File: src/rtl/mem_pkg.sv
// Shared definitions for the memory-access stage: opcodes, FSM states, response record.
package mem_pkg;

  localparam logic [5:0] OP_LW = 6'b001101;
  localparam logic [5:0] OP_SW = 6'b001110;

  typedef enum logic [1:0] {
    IDLE   = 2'd0,
    ACCESS = 2'd1,
    RESP   = 2'd2
  } state_t;

  typedef struct packed {
    logic [31:0] data;
    logic [4:0]  rd;
    logic        we;
    logic        err;
  } resp_t;

endpackage

File: src/rtl/mem_addr_gen.sv
// Effective word address (base + sign-extended offset, 32-bit wrap) and range check.
module mem_addr_gen #(
  parameter int unsigned SIZE          = 32,
  parameter int unsigned ADDRESS_WIDTH = 5
) (
  input  logic [31:0]            base,
  input  logic [15:0]            offset,
  output logic [ADDRESS_WIDTH:0] addr,
  output logic                   in_range
);

  logic [31:0] eff;

  // A negative result wraps to a large unsigned value and fails the range test.
  always_comb begin
    eff      = base + {{16{offset[15]}}, offset};
    in_range = (eff < 32'(SIZE));
    addr     = eff[ADDRESS_WIDTH:0];
  end

endmodule

File: src/rtl/mem_stage.sv
// Memory-access stage: one request at a time, single-cycle memory access, registered response.
module mem_stage
  import mem_pkg::*;
#(
  parameter int unsigned SIZE          = 32,
  parameter int unsigned ADDRESS_WIDTH = 5
) (
  input  logic                   clk,
  input  logic                   rst,
  input  logic                   req_valid,
  output logic                   req_ready,
  input  logic [5:0]             req_opcode,
  input  logic [31:0]            req_base,
  input  logic [15:0]            req_offset,
  input  logic [31:0]            req_wdata,
  input  logic [4:0]             req_rd,
  output logic [5:0]             mem_opcode,
  output logic [ADDRESS_WIDTH:0] mem_addr,
  output logic [31:0]            mem_datain,
  input  logic [31:0]            mem_dataout,
  output logic                   resp_valid,
  input  logic                   resp_ready,
  output logic [31:0]            resp_data,
  output logic [4:0]             resp_rd,
  output logic                   resp_we,
  output logic                   resp_err
);

  state_t                 state;
  logic [5:0]             op_q;
  logic [31:0]            wdata_q;
  logic [4:0]             rd_q;
  logic [ADDRESS_WIDTH:0] addr_q;
  logic                   in_range_q;
  resp_t                  resp_q;

  logic [ADDRESS_WIDTH:0] gen_addr;
  logic                   gen_in_range;
  logic                   is_ld;
  logic                   is_st;

  mem_addr_gen #(
    .SIZE          (SIZE),
    .ADDRESS_WIDTH (ADDRESS_WIDTH)
  ) u_addr_gen (
    .base     (req_base),
    .offset   (req_offset),
    .addr     (gen_addr),
    .in_range (gen_in_range)
  );

  assign is_ld = (op_q == OP_LW);
  assign is_st = (op_q == OP_SW);

  always_ff @(posedge clk) begin
    if (rst) begin
      state      <= IDLE;
      op_q       <= '0;
      wdata_q    <= '0;
      rd_q       <= '0;
      addr_q     <= '0;
      in_range_q <= 1'b0;
      resp_q     <= '0;
    end else begin
      case (state)
        IDLE: begin
          if (req_valid) begin
            op_q       <= req_opcode;
            wdata_q    <= req_wdata;
            rd_q       <= req_rd;
            addr_q     <= gen_addr;
            in_range_q <= gen_in_range;
            state      <= ACCESS;
          end
        end
        ACCESS: begin
          resp_q.data <= (is_ld && in_range_q) ? mem_dataout : '0;
          resp_q.rd   <= rd_q;
          resp_q.we   <= is_ld && in_range_q;
          resp_q.err  <= (is_ld || is_st) && !in_range_q;
          state       <= RESP;
        end
        RESP: begin
          if (resp_ready) state <= IDLE;
        end
        default: state <= IDLE;
      endcase
    end
  end

  // Opcode is gated by rst so a reset landing in ACCESS can never commit a store.
  always_comb begin
    req_ready  = (state == IDLE);
    resp_valid = (state == RESP);
    mem_opcode = '0;
    mem_addr   = '0;
    mem_datain = '0;
    if (state == ACCESS) begin
      mem_addr   = addr_q;
      mem_datain = wdata_q;
      if (!rst && in_range_q && (is_ld || is_st)) mem_opcode = op_q;
    end
    resp_data = resp_valid ? resp_q.data : '0;
    resp_rd   = resp_valid ? resp_q.rd   : '0;
    resp_we   = resp_valid && resp_q.we;
    resp_err  = resp_valid && resp_q.err;
  end

endmodule

File: config.mk
export PLATFORM = sky130hd
export DESIGN_NAME = mem_stage
export DESIGN_NICKNAME = d
export VERILOG_FILES = /design/src/rtl/mem_pkg.sv /design/src/rtl/mem_addr_gen.sv /design/src/rtl/mem_stage.sv
export SDC_FILE = /design/constraint.sdc
export NUM_CORES = 1
export LEC_CHECK = 0
export BUFFER_PORTS_ARGS = -buffer_cell sky130_fd_sc_hd__buf_2
export CELL_PAD_IN_SITES_DETAIL_PLACEMENT = 0
export CELL_PAD_IN_SITES_GLOBAL_PLACEMENT = 2
export CORE_MARGIN = 2
export CORE_UTILIZATION = 25
export DETAILED_ROUTE_END_ITERATION = 12
export GPL_TIMING_DRIVEN = 0
export PLACE_DENSITY_LB_ADDON = 0.1
export SLEW_MARGIN = 20
export SYNTH_ARGS = -nofsm -noshare
export SYNTH_HDL_FRONTEND = slang
export SYNTH_SLANG_ARGS = --single-unit
File: constraint.sdc
create_clock -name clk -period 3.6 [get_ports clk]
set_input_delay 0.54 -clock clk [delete_from_list [all_inputs] [get_ports clk]]
set_output_delay 0.54 -clock clk [all_outputs]
set_load 0.02 [all_outputs]
==> flow_summary.ini <==
[place]
gp_congestion = 0.748
dp.final_hpwl_mm = 15.2
numPortBuffers = 209
post_dp_cell_area_um2 = 7010

[timing]
worst_slew_pin_slew_ns = 0.527
period_share = 0.843
finalMaxSlewViolations = 0
max_freq_mhz = 330
period_minus_slack_ns = 3.03
slew_headroom = 0.649
hold_viol_final = 0
rsz0062_at_grt = false
finalClockSkew_ns = 0.0109
setup_viol = 0
tns_ns = 0

[route]
drt_first_pass_iters = 5
drt_iter0_markers = 201
drc = 0
ant_nets = 0
via_per_inst = 4.65
route.vias.total = 5815
wire_per_inst_um = 15.2
wirelength_mm = 19.0

[grt]
grt_pass1_vias = 5881
track_usage = 0.159
grt_antenna_before_repair = 4
grt_max_degree = 18
grt_pass1_wl_mm = 30.5
gr-total-overflow = 0

[clocking]
cts_tree = yes
clk_latency_ns = 0.35
cts.reportedPaths.clkPinSlew_ns = 0.07
cts_buffer_depth = 2
cts_buffers = 9
post-cts-setup-buffer-count = 0
htreeDepth = 3
cts.root.buffer_cell = clkbuf_16
hold_buffers = 0
cts_resized = 0
clock_sink_count = 91

[floorplan]
initial_core_util = 0.256
rows = 54
die_x_um = 154
core_um2 = 21900
ioPinCount = 212
die_area_um2 = 23600
die_y_um = 154

[power_and_ir_drop]
leakage_nw = 3.26
peakVddDrop_mv = 0.245
powerDensity_nw_per_um2 = 367

[synth]
ys.flop_type = dfxtp_1
yosysUniqueCellTypes = 70
synth-seq-cells = 91
avgSynthCellArea_um2 = 7.57
synth_area_um2 = 5610
async_flop_share = 0
ys_seq_area_frac = 0.325
yosysWarnings = 0
synth_enable_flop_cells = 0
syn_inst = 741

[worst_setup_path]
rr_worst_depth = 10
worst_ep_required_time_ns = 3.88
startpoint_type = input pin
end_kind = flop
worstPathCellList = buf_2 > ha_1 > inv_1 > fa_1 > nand2b_1 > a21oi_1 > o211a_4 > a21o_1 > a41oi_2 > o21ai_1 > xor2_1 > nor4_2 > nand4_1 > o21ai_2
max_stage_delay_ns = 0.37
crit_fanout = 8
rrSetupSlack_ns = 1.36
path_delay_family = compound AO/OA/AOI/OAI gates
slowest_stage = fa_1
crit_type = in -> reg
worstSetupPathDepth = 14
crit_arrival_ns = 3.31
cp.buffers_inverters = 2

[final_layout]
area.growth.synth_to_final_pct = 30.6
drive_above_1_share = 0.264
final_common_cell = buf_2
finish.instance_area_um2 = 7320
most-common-layout-cells = 209 x buf_2, 134 x nand2_1, 92 x a21oi_1
final_nets = 1121

[flow_run]
drv_cap = 0

[worst_hold_path]
hold_class = in -> reg
hold_depth = 3

[status]
outcome = finished, final reports clean
[logic make-up (layout without fill, tap and decap cells)]
kind of cell,after synthesis,count (layout),share of synthesized area
muxes,1,1,0.00201
AOI/OAI and AO/OA,202,202,0.229
xor gates and xnor gates,17,17,0.0279
adders and majority gates,32,32,0.0727
and+or+nand+nor,344,344,0.302
other,1,5,0.000669
DFF,91,91,0.325
buffers and inverters,53,278,0.0413
[power by group]
part	switching, W	internal (W)	total [W]
sequential	0.0000182	0.00105	0.00106
clock	0.000426	0.000564	0.000990
combinational	0.000382	0.000254	0.000637
total	0.000826	0.00186	0.00269
[metal layers]
layer  routed length, µm  GRT usage
met1                8460      0.195
met5                  16          0
met4                 285     0.0489
met2                9210      0.280
met3                1010     0.0293
[sequential cells by signal, indices dropped and copies added, names as in the netlist]
name and flops:
resp_q 39, state 2, op_q 6, rd_q 5
wdata_q 32, addr_q 6, in_range_q 1
[worst min-delay path, stage by stage]
cell and delay, ns:
buf_2 0.10, nand2_1 0.04, a21oi_1 0.05
[through the flow]
stage / cells / hold WS [ns] / util / total power (W) / setup WS [ns]
final: 1250 / 0.426 / 0.335 / 0.00269 / 0.567
after global routing: 1249 / 0.419 / 0.334 / 0.00285 / 0.313
after CTS: 1247 / 0.414 / 0.334 / 0.00273 / 0.467
after detailed placement: 1231 / 0.442 / 0.320 / 0.00173 / 0.120
after global placement: 1231 / 0.438 / 0.320 / 0.00174 / 0.0626
after floorplan: 742 / 0.427 / - / 0.00151 / 0.740
[cells in the mapped netlist (2+ instances only)]
| library cell | instances | area share |
|---|---|---|
| o21a_2 | 2 | 0.0031 |
| o21a_1 | 6 | 0.0080 |
| a211oi_1 | 4 | 0.0054 |
| dfxtp_1 | 91 | 0.32 |
| nor4_2 | 2 | 0.0045 |
| a21oi_1 | 92 | 0.082 |
| o21ai_1 | 9 | 0.0080 |
| buf_6 | 2 | 0.0040 |
| a31oi_1 | 6 | 0.0067 |
| and3_2 | 2 | 0.0027 |
| xor2_1 | 6 | 0.0094 |
| and2_1 | 84 | 0.094 |
| o21bai_1 | 3 | 0.0040 |
| nand2b_1 | 6 | 0.0067 |
| or3_1 | 3 | 0.0033 |
| nor3_1 | 7 | 0.0062 |
| and3_1 | 4 | 0.0045 |
| a22oi_1 | 34 | 0.046 |
| buf_4 | 2 | 0.0027 |
| nor2b_1 | 6 | 0.0067 |
| nand2_1 | 134 | 0.090 |
| nand4_1 | 9 | 0.010 |
| o211ai_1 | 2 | 0.0027 |
| o21ai_0 | 14 | 0.012 |
| clkbuf_1 | 41 | 0.027 |
| nor4b_1 | 2 | 0.0031 |
| xnor2_1 | 10 | 0.016 |
| inv_1 | 7 | 0.0047 |
| ha_1 | 31 | 0.069 |
| a21o_1 | 4 | 0.0054 |
| nor2_1 | 63 | 0.042 |
| a211o_1 | 2 | 0.0031 |
| o2111ai_1 | 2 | 0.0031 |
| nand3_1 | 12 | 0.011 |
| a311o_1 | 2 | 0.0036 |
[cell type report]
cell class,instances,area (µm²)
Antenna cell,3,7.51
Sequential cell,91,1820
Timing Repair Buffer,209,1050
Multi-Input combinational cell,598,3560
Buffer,46,205
Fill cell,2510,14600
Inverter,7,26.3
Clock buffer,10,239
Clock inverter,6,70.1
Tap cell,280,350
[worst paths after layout]
kind / start / end
min: req_wdata[7] / wdata_q[7]
max: req_base[0] / in_range_q
max reg2reg: state[1] / in_range_q
min reg2reg: wdata_q[1] / wdata_q[1]
(Power assumes the default switching activity.)
